## config.mk

```make
export PLATFORM = sky130hd
export DESIGN_NAME = wb_rr_arbiter_flat
export DESIGN_NICKNAME = d
export VERILOG_FILES = /design/src/rtl/wb_rr_arbiter_if.sv /design/src/rtl/wb_rr_arbiter.sv /design/src/flat_wrapper.sv
export SDC_FILE = /design/constraint.sdc
export NUM_CORES = 1
export LEC_CHECK = 0
export ABC_AREA = 0
export CORE_MARGIN = 10
export CORE_UTILIZATION = 24
export CTS_CLUSTER_DIAMETER = 30
export DETAILED_ROUTE_END_ITERATION = 7
export PLACE_DENSITY = 0.87
export SLEW_MARGIN = 40
export SYNTH_ARGS = -nofsm -noshare
export SYNTH_HDL_FRONTEND = slang
export SYNTH_SLANG_ARGS = --single-unit
```

## constraint.sdc

```tcl
create_clock -name cpu_clock_i -period 3 [get_ports cpu_clock_i]
set_input_delay 0.6 -clock cpu_clock_i [delete_from_list [all_inputs] [get_ports cpu_clock_i]]
set_output_delay 0.6 -clock cpu_clock_i [all_outputs]
set_load 0.005 [all_outputs]
```

## src/rtl/wb_rr_arbiter_if.sv

```systemverilog
// Bundle of per-master and slave-side Wishbone B4 pipelined signals for wb_rr_arbiter.
// The arbiter uses the slave modport; requesters and the memory model use the master modport.
interface wb_rr_arbiter_if #(
  parameter int NPORTS = 2,
  parameter int AW     = 12
);
  logic [NPORTS-1:0]    wb_m_cyc_i;
  logic [NPORTS-1:0]    wb_m_stb_i;
  logic [NPORTS-1:0]    wb_m_we_i;
  logic [NPORTS*AW-1:0] wb_m_adr_i;
  logic [NPORTS*32-1:0] wb_m_dat_i;
  logic [NPORTS*4-1:0]  wb_m_sel_i;
  logic [NPORTS-1:0]    wb_m_stall_o;
  logic [NPORTS-1:0]    wb_m_ack_o;
  logic [NPORTS-1:0]    wb_m_err_o;
  logic [31:0]          wb_m_dat_o;

  logic                 wb_s_cyc_o;
  logic                 wb_s_stb_o;
  logic                 wb_s_we_o;
  logic [AW-1:0]        wb_s_adr_o;
  logic [31:0]          wb_s_dat_o;
  logic [3:0]           wb_s_sel_o;
  logic                 wb_s_stall_i;
  logic                 wb_s_ack_i;
  logic                 wb_s_err_i;
  logic [31:0]          wb_s_dat_i;

  modport slave (
    input  wb_m_cyc_i, wb_m_stb_i, wb_m_we_i, wb_m_adr_i, wb_m_dat_i, wb_m_sel_i,
    output wb_m_stall_o, wb_m_ack_o, wb_m_err_o, wb_m_dat_o,
    output wb_s_cyc_o, wb_s_stb_o, wb_s_we_o, wb_s_adr_o, wb_s_dat_o, wb_s_sel_o,
    input  wb_s_stall_i, wb_s_ack_i, wb_s_err_i, wb_s_dat_i
  );

  modport master (
    output wb_m_cyc_i, wb_m_stb_i, wb_m_we_i, wb_m_adr_i, wb_m_dat_i, wb_m_sel_i,
    input  wb_m_stall_o, wb_m_ack_o, wb_m_err_o, wb_m_dat_o,
    input  wb_s_cyc_o, wb_s_stb_o, wb_s_we_o, wb_s_adr_o, wb_s_dat_o, wb_s_sel_o,
    output wb_s_stall_i, wb_s_ack_i, wb_s_err_i, wb_s_dat_i
  );
endinterface

```

## src/rtl/wb_rr_arbiter.sv

```systemverilog
// N-master to 1-slave pipelined Wishbone B4 arbiter: round-robin grant per CYC,
// outstanding-strobe cap, and a no-ack timeout that errors the owner and aborts the slave.
module wb_rr_arbiter #(
  parameter int NPORTS          = 2,
  parameter int AW              = 12,
  parameter int MAX_OUTSTANDING = 4,
  parameter int TIMEOUT         = 64
) (
  input  logic           cpu_clock_i,
  input  logic           cpu_reset_i,
  wb_rr_arbiter_if.slave wb_io
);

  localparam int PW = (NPORTS > 1) ? $clog2(NPORTS) : 1;
  localparam int OW = $clog2(MAX_OUTSTANDING + 1);
  localparam int TW = (TIMEOUT > 1) ? $clog2(TIMEOUT) : 1;

  localparam logic [PW-1:0] LAST_RESET  = PW'(NPORTS - 1);
  localparam logic [OW-1:0] MAX_OUT     = OW'(MAX_OUTSTANDING);
  localparam logic [TW-1:0] TIMER_LIMIT = TW'(TIMEOUT - 1);

  typedef enum logic [1:0] {
    IDLE,
    BUSY,
    DRAIN
  } state_e;

  state_e        state_q;
  logic [PW-1:0] owner_q;
  logic [PW-1:0] last_q;
  logic [OW-1:0] outstanding_q;
  logic [TW-1:0] timer_q;

  logic [PW-1:0] owner_d;
  logic [OW-1:0] outstanding_d;
  logic [TW-1:0] timer_d;
  logic [PW-1:0] cand;
  logic          grantValid;

  logic          ownerCyc;
  logic          ownerStb;
  logic          ownerWe;
  logic [AW-1:0] ownerAdr;
  logic [31:0]   ownerDat;
  logic [3:0]    ownerSel;

  logic          busy;
  logic          capHit;
  logic          slaveDone;
  logic          timeoutHit;
  logic          slaveStb;
  logic          accepted;
  logic          retire;

  // Wrap is done modulo NPORTS so non-power-of-two port counts never select a phantom port.
  function automatic logic [PW-1:0] wrapIdx(input logic [PW-1:0] base, input int step);
    int sum;
    sum = int'(base) + step;
    if (sum >= NPORTS) sum = sum - NPORTS;
    return PW'(sum);
  endfunction

  always_comb begin
    owner_d    = owner_q;
    grantValid = 1'b0;
    cand       = '0;
    for (int i = 1; i <= NPORTS; i++) begin
      cand = wrapIdx(last_q, i);
      if (!grantValid && wb_io.wb_m_cyc_i[cand]) begin
        grantValid = 1'b1;
        owner_d    = cand;
      end
    end
  end

  always_comb begin
    ownerCyc = wb_io.wb_m_cyc_i[owner_q];
    ownerStb = wb_io.wb_m_stb_i[owner_q];
    ownerWe  = wb_io.wb_m_we_i[owner_q];
    ownerAdr = wb_io.wb_m_adr_i[owner_q*AW +: AW];
    ownerDat = wb_io.wb_m_dat_i[owner_q*32 +: 32];
    ownerSel = wb_io.wb_m_sel_i[owner_q*4 +: 4];
  end

  // The timeout cycle also withholds the strobe, since the transfer is about to be aborted.
  always_comb begin
    busy       = (state_q == BUSY);
    capHit     = (outstanding_q == MAX_OUT);
    slaveDone  = wb_io.wb_s_ack_i | wb_io.wb_s_err_i;
    timeoutHit = busy && ownerCyc && (outstanding_q != '0) && !slaveDone &&
                 (timer_q == TIMER_LIMIT);
    slaveStb   = busy && ownerCyc && ownerStb && !capHit && !timeoutHit;
    accepted   = slaveStb && !wb_io.wb_s_stall_i;
    retire     = slaveDone && (outstanding_q != '0);

    outstanding_d = outstanding_q;
    if (accepted && !retire) begin
      outstanding_d = outstanding_q + 1'b1;
    end else if (!accepted && retire) begin
      outstanding_d = outstanding_q - 1'b1;
    end

    timer_d = '0;
    if ((outstanding_q != '0) && !slaveDone) begin
      timer_d = timer_q + 1'b1;
    end
  end

  always_comb begin
    wb_io.wb_m_stall_o = '1;
    wb_io.wb_m_ack_o   = '0;
    wb_io.wb_m_err_o   = '0;
    wb_io.wb_m_dat_o   = wb_io.wb_s_dat_i;
    wb_io.wb_s_cyc_o   = 1'b0;
    wb_io.wb_s_stb_o   = 1'b0;
    wb_io.wb_s_we_o    = 1'b0;
    wb_io.wb_s_adr_o   = '0;
    wb_io.wb_s_dat_o   = '0;
    wb_io.wb_s_sel_o   = '0;
    if (busy) begin
      wb_io.wb_s_cyc_o            = ownerCyc;
      wb_io.wb_s_stb_o            = slaveStb;
      wb_io.wb_s_we_o             = ownerWe;
      wb_io.wb_s_adr_o            = ownerAdr;
      wb_io.wb_s_dat_o            = ownerDat;
      wb_io.wb_s_sel_o            = ownerSel;
      wb_io.wb_m_stall_o[owner_q] = wb_io.wb_s_stall_i | capHit | timeoutHit;
      wb_io.wb_m_ack_o[owner_q]   = wb_io.wb_s_ack_i;
      wb_io.wb_m_err_o[owner_q]   = wb_io.wb_s_err_i | timeoutHit;
    end
  end

  // Release always passes through IDLE, so two owners are separated by a cycle with slave cyc low.
  always_ff @(posedge cpu_clock_i) begin
    if (cpu_reset_i) begin
      state_q       <= IDLE;
      owner_q       <= '0;
      last_q        <= LAST_RESET;
      outstanding_q <= '0;
      timer_q       <= '0;
    end else begin
      case (state_q)
        IDLE: begin
          outstanding_q <= '0;
          timer_q       <= '0;
          if (grantValid) begin
            owner_q <= owner_d;
            last_q  <= owner_d;
            state_q <= BUSY;
          end
        end
        BUSY: begin
          if (!ownerCyc) begin
            state_q       <= IDLE;
            outstanding_q <= '0;
            timer_q       <= '0;
          end else if (timeoutHit) begin
            state_q       <= DRAIN;
            outstanding_q <= '0;
            timer_q       <= '0;
          end else begin
            outstanding_q <= outstanding_d;
            timer_q       <= timer_d;
          end
        end
        DRAIN: begin
          outstanding_q <= '0;
          timer_q       <= '0;
          if (!ownerCyc) state_q <= IDLE;
        end
        default: begin
          state_q <= IDLE;
        end
      endcase
    end
  end

endmodule
```

## src/flat_wrapper.sv

```systemverilog
// flat-port wrapper written by rule: the top's interface ports become plain ports
module wb_rr_arbiter_flat 
#(
  parameter int NPORTS          = 2,
  parameter int AW              = 12,
  parameter int MAX_OUTSTANDING = 4,
  parameter int TIMEOUT         = 64
)
  (cpu_clock_i, cpu_reset_i, wb_io_wb_m_cyc_i, wb_io_wb_m_stb_i, wb_io_wb_m_we_i, wb_io_wb_m_adr_i, wb_io_wb_m_dat_i, wb_io_wb_m_sel_i, wb_io_wb_m_stall_o, wb_io_wb_m_ack_o, wb_io_wb_m_err_o, wb_io_wb_m_dat_o, wb_io_wb_s_cyc_o, wb_io_wb_s_stb_o, wb_io_wb_s_we_o, wb_io_wb_s_adr_o, wb_io_wb_s_dat_o, wb_io_wb_s_sel_o, wb_io_wb_s_stall_i, wb_io_wb_s_ack_i, wb_io_wb_s_err_i, wb_io_wb_s_dat_i);
  wb_rr_arbiter_if #(.NPORTS(NPORTS), .AW(AW)) wb_io_i ();
  input  logic cpu_clock_i;
  input  logic cpu_reset_i;
  input wire logic [$bits(wb_io_i.wb_m_cyc_i)-1:0] wb_io_wb_m_cyc_i;
  input wire logic [$bits(wb_io_i.wb_m_stb_i)-1:0] wb_io_wb_m_stb_i;
  input wire logic [$bits(wb_io_i.wb_m_we_i)-1:0] wb_io_wb_m_we_i;
  input wire logic [$bits(wb_io_i.wb_m_adr_i)-1:0] wb_io_wb_m_adr_i;
  input wire logic [$bits(wb_io_i.wb_m_dat_i)-1:0] wb_io_wb_m_dat_i;
  input wire logic [$bits(wb_io_i.wb_m_sel_i)-1:0] wb_io_wb_m_sel_i;
  output wire logic [$bits(wb_io_i.wb_m_stall_o)-1:0] wb_io_wb_m_stall_o;
  output wire logic [$bits(wb_io_i.wb_m_ack_o)-1:0] wb_io_wb_m_ack_o;
  output wire logic [$bits(wb_io_i.wb_m_err_o)-1:0] wb_io_wb_m_err_o;
  output wire logic [$bits(wb_io_i.wb_m_dat_o)-1:0] wb_io_wb_m_dat_o;
  output wire logic [$bits(wb_io_i.wb_s_cyc_o)-1:0] wb_io_wb_s_cyc_o;
  output wire logic [$bits(wb_io_i.wb_s_stb_o)-1:0] wb_io_wb_s_stb_o;
  output wire logic [$bits(wb_io_i.wb_s_we_o)-1:0] wb_io_wb_s_we_o;
  output wire logic [$bits(wb_io_i.wb_s_adr_o)-1:0] wb_io_wb_s_adr_o;
  output wire logic [$bits(wb_io_i.wb_s_dat_o)-1:0] wb_io_wb_s_dat_o;
  output wire logic [$bits(wb_io_i.wb_s_sel_o)-1:0] wb_io_wb_s_sel_o;
  input wire logic [$bits(wb_io_i.wb_s_stall_i)-1:0] wb_io_wb_s_stall_i;
  input wire logic [$bits(wb_io_i.wb_s_ack_i)-1:0] wb_io_wb_s_ack_i;
  input wire logic [$bits(wb_io_i.wb_s_err_i)-1:0] wb_io_wb_s_err_i;
  input wire logic [$bits(wb_io_i.wb_s_dat_i)-1:0] wb_io_wb_s_dat_i;
  assign wb_io_i.wb_m_cyc_i = wb_io_wb_m_cyc_i;
  assign wb_io_i.wb_m_stb_i = wb_io_wb_m_stb_i;
  assign wb_io_i.wb_m_we_i = wb_io_wb_m_we_i;
  assign wb_io_i.wb_m_adr_i = wb_io_wb_m_adr_i;
  assign wb_io_i.wb_m_dat_i = wb_io_wb_m_dat_i;
  assign wb_io_i.wb_m_sel_i = wb_io_wb_m_sel_i;
  assign wb_io_wb_m_stall_o = wb_io_i.wb_m_stall_o;
  assign wb_io_wb_m_ack_o = wb_io_i.wb_m_ack_o;
  assign wb_io_wb_m_err_o = wb_io_i.wb_m_err_o;
  assign wb_io_wb_m_dat_o = wb_io_i.wb_m_dat_o;
  assign wb_io_wb_s_cyc_o = wb_io_i.wb_s_cyc_o;
  assign wb_io_wb_s_stb_o = wb_io_i.wb_s_stb_o;
  assign wb_io_wb_s_we_o = wb_io_i.wb_s_we_o;
  assign wb_io_wb_s_adr_o = wb_io_i.wb_s_adr_o;
  assign wb_io_wb_s_dat_o = wb_io_i.wb_s_dat_o;
  assign wb_io_wb_s_sel_o = wb_io_i.wb_s_sel_o;
  assign wb_io_i.wb_s_stall_i = wb_io_wb_s_stall_i;
  assign wb_io_i.wb_s_ack_i = wb_io_wb_s_ack_i;
  assign wb_io_i.wb_s_err_i = wb_io_wb_s_err_i;
  assign wb_io_i.wb_s_dat_i = wb_io_wb_s_dat_i;
  wb_rr_arbiter #(.NPORTS(NPORTS), .AW(AW), .MAX_OUTSTANDING(MAX_OUTSTANDING), .TIMEOUT(TIMEOUT)) u_core (.cpu_clock_i(cpu_clock_i), .cpu_reset_i(cpu_reset_i), .wb_io(wb_io_i));
endmodule
```

==> summary.txt <==
Status
  – Status: finished, final reports clean

Placed design
  – Post-DP HPWL: 7240 um
  – Placer Congestion: 0.804
  – Dpl cell area: 3090 um^2
  – PortBufs: 163
  – Pre-CTS setup slack: -105 ps

Power
  – VDD IR max: 0.237 mV
  – Flop pwr share: 23.9%
  – Sw power: 0.211 mW
  – Sw Ratio: 27.1%
  – Final Total Pwr: 0.780 mW
  – Leakage: 1.20 nW
  – Int Pwr: 0.569 mW
  – Clock power frac: 20.5%
  – Combinational power share: 55.7%
  – Power Density: 247 nW/um^2

Critical path
  – Crit-path cells: clkdlybuf4s50_1, mux2_4, buf_4, and2_4, nand3_1, a21oi_1, clkdlybuf4s50_1
  – Critical Path Source Type: primary input
  – Worst setup EP type: output port
  – Worst path slowest cell: clkdlybuf4s50_1
  – Slowest stage delay, CP: 550 ps
  – Worst setup path class: primary input to output port
  – CP required: 2400 ps
  – Most frequent CP cell: clkdlybuf4s50_1
  – Critical path arrival: 2300 ps
  – Worst-path maximum fanout: 3

STA
  – Slew @ Worst Pin: 557 ps
  – Final period utilization: 96.7%
  – Max Clock Freq: 345 MHz
  – Worst Clk Skew: 0.863 ps
  – Final hold viol count: 0
  – Fin. max-slew vios: 0
  – RSZ-0062 raised after global routing: false
  – Setup TNS: 0 ps
  – Number of setup violations in the final report: 0
  – Relative slew slack: 62.8%
  – Final min period: 2900 ps
  – Final worst slack: 97.7 ps

Final layout
  – Layout cells sized above 1: 9.85%
  – Design Area, Final: 3160 um^2
  – Area growth from synthesis to layout: 107%
  – Reg area: 260 um^2
  – Area of the multi-input gates: 971 um^2
  – Antenna diodes: 0
  – Final #Nets: 468
  – Fillers: 555

Drt
  – Total Wirelength: 8390 um
  – DRC viols: 0
  – Via density: 5.04
  – ANT nets after route: 0
  – Initial DRC Count: 66
  – Vias: 2017
  – DR pass1 iterations: 4
  – Wire per inst: 21.0 um

Synthesis
  – Seq/Total Area, Yosys: 17.1%
  – Post-synthesis xor/xnor area fraction: 0.575%
  – Synth Register Bits: 13
  – Synthesized netlist cell count: 189
  – Syn_nets: 331
  – Compound-gate portion of the synthesized area: 40.0%
  – Largest family of logic cells by synthesized area: compound AO/OA/AOI/OAI gates
  – Average size of a mapped cell: 8.06 um^2
  – Simple logic cell fraction of the synthesized area: 17.5%
  – Ys Warns: 0
  – Top-area cell type share of the netlist area: 28.2%
  – Post-synthesis adder-cell area fraction: 2.96%
  – Leading area contributor after synthesis: a22o_1
  – Mux cell area share after synthesis: 2.38%
  – Synth top area cells: a22o_1, dfxtp_1, buf_4
  – Synth cell types: 43
  – Mapped Area: 1520 um^2

CTS
  – Clk_lat worst skew: 250 ps
  – Max clock buf depth: 2
  – Clk sinks: 13
  – CTS clk-pin slew, worst paths: 60 ps
  – CTS tree: yes
  – H-tree levels: 1
  – Post-CTS Hold Fix Bufs: 0
  – Cts bufs inserted: 3
  – CTS root buf: clkbuf_8

GRT
  – GRT met3 Usage: 6.85%
  – M1 GR Usage: 15.5%
  – Pin count of the biggest net entering global routing: 44
  – Total gr overflow: 0
  – Met2 Track Usage GR: 29.0%
  – GRT Max-Usage Layer: met2
  – Initial antenna violation count: 0
  – Overall Global Routing Usage: 15.4%
  – First-pass GRT wire length: 12300 um
  – Number of global-route vias before repair: 2099

Die
  – Die H: 99.7 um
  – Die area: 9930 um^2
  – Total I/O pin count: 228
  – Die width: 99.7 um
  – Starting density of the core: 25.3%
  – Core area: 6030 um^2
  – Cell Rows: 28

Job
  – Max cap viols: 0

Hold path
  – Hold Path Class: register to register
==> critical path, delay by kind of cell <==
| kind | cells | cell delay [ps] |
|---|---|---|
| AOI/OAI and AO/OA | 1 | 160 |
| buffers and inverters | 3 | 1150 |
| muxes | 1 | 170 |
| and+or+nand+nor | 2 | 220 |
==> layer usage <==
metal / vias to the layer above / share of wire, %
met1: 956 / 36
met5: - / 0
met4: 0 / 0.68
li1: 958 / -
met3: 12 / 10
met2: 91 / 53
==> state kept, by name (all words and copies together) (netlist names) <==
register              cells
u_core.timer_q            6
u_core.owner_q            1
u_core.outstanding_q      3
u_core.state_q            2
u_core.last_q             1
==> path summary, 6_finish.rpt <==
kind | slack (ps) | startpoint | endpoint | depth (start not counted)
worst max-delay path | 100 | wb_io_wb_m_cyc_i[1] | wb_io_wb_s_stb_o | 7
worst min-delay path | 490 | u_core.outstanding_q[1] | u_core.outstanding_q[1] | 2
worst max register to register | 510 | u_core.timer_q[0] | u_core.outstanding_q[1] | 9
worst min register to register | 490 | u_core.outstanding_q[1] | u_core.outstanding_q[1] | 2
==> cell type report <==
class                           instances  share of cell area, %
Sequential cell                        13                   8.25
Clock inverter                          1                  0.159
Inverter                                2                  0.238
Clock buffer                            3                   1.31
Tap cell                               75                   2.97
Timing Repair Buffer                  177                   56.3
Multi-Input combinational cell        129                   30.8
==> power by group through the flow <==
| stage | clock network, mW | logic (mW) | registers [mW] |
|---|---|---|---|
| 2_1_floorplan | 0 | 0.165 | 0.188 |
| 3_3_place_gp | 0 | 0.429 | 0.189 |
| 3_5_place_dp | 0 | 0.436 | 0.190 |
| 4_1_cts | 0.164 | 0.439 | 0.186 |
| 5_1_grt | 0.174 | 0.466 | 0.187 |
| 6_report | 0.160 | 0.434 | 0.186 |
==> through the flow <==
step                instances  utilization, %  hold slack [ps]
floorplan                 189               -              435
global placement          395            51.3              462
detailed placement        395            51.3              478
CTS                       399            52.2              492
global route              400            52.4              526
finish                    400            52.4              490
==> cells in the mapped netlist, drive strengths merged <==
library cell and count:
clkbuf 13, o211a 1, or3 4, a2bb2oi 1
and2b 2, ha 2, and2 5, mux2i 1
fa 1, buf 32, a21oi 11, a211oi 1
nand2b 1, o21bai 1, o211ai 1, a22o 49
nand2 8, mux2 2, a41oi 1, inv 2
nor3 2, nand3 5, dfxtp 13, nand4 2
nor2b 4, a22oi 1, nand3b 1, o21ai 2
xor2 1, nor2 10, and3 3, a31o 1
or2 1, a211o 1, a311oi 2, a32o 1
==> layout by cell type (no fill, tap or decap), types with 2 or more instances in the layout <==
| cell | synthesis | routed |
|---|---|---|
| dlymetal6s2s_1 | 0 | 2 |
| clkdlybuf4s50_1 | 0 | 159 |
| o21ai_0 | 2 | 2 |
| buf_4 | 32 | 11 |
| a311oi_1 | 2 | 2 |
| nor2b_1 | 4 | 3 |
| dlygate4sd2_1 | 0 | 2 |
| clkbuf_8 | 0 | 3 |
| nand2_1 | 8 | 8 |
| nand3_1 | 5 | 5 |
| nor2_1 | 10 | 9 |
| a21oi_1 | 10 | 10 |
| a22o_1 | 49 | 49 |
| nor3_1 | 2 | 2 |
| and2_1 | 3 | 3 |
| buf_12 | 0 | 3 |
| or3_1 | 4 | 4 |
| inv_1 | 2 | 2 |
| dfxtp_1 | 13 | 13 |
| ha_1 | 2 | 2 |
| and3_2 | 2 | 2 |
==> what timing repair did <==
item / 4_1_cts / 5_1_grt
setup buffers: 0 / 1
pin swaps: 0 / 1
gates resized for setup: 4 / 2
setup endpoints to repair: 4 / 2
==> cell families (layout without fill, tap and decap cells) <==
group | count (synthesis) | after routing
multiplexers | 3 | 3
adder cells (fa/ha/maj) | 3 | 3
flip-flops | 13 | 13
AO/OA/AOI/OAI | 74 | 74
buffers and inverters | 47 | 183
XOR/XNOR | 1 | 1
AND/OR/NAND/NOR | 48 | 48
Power figures use the tool's default switching activity.
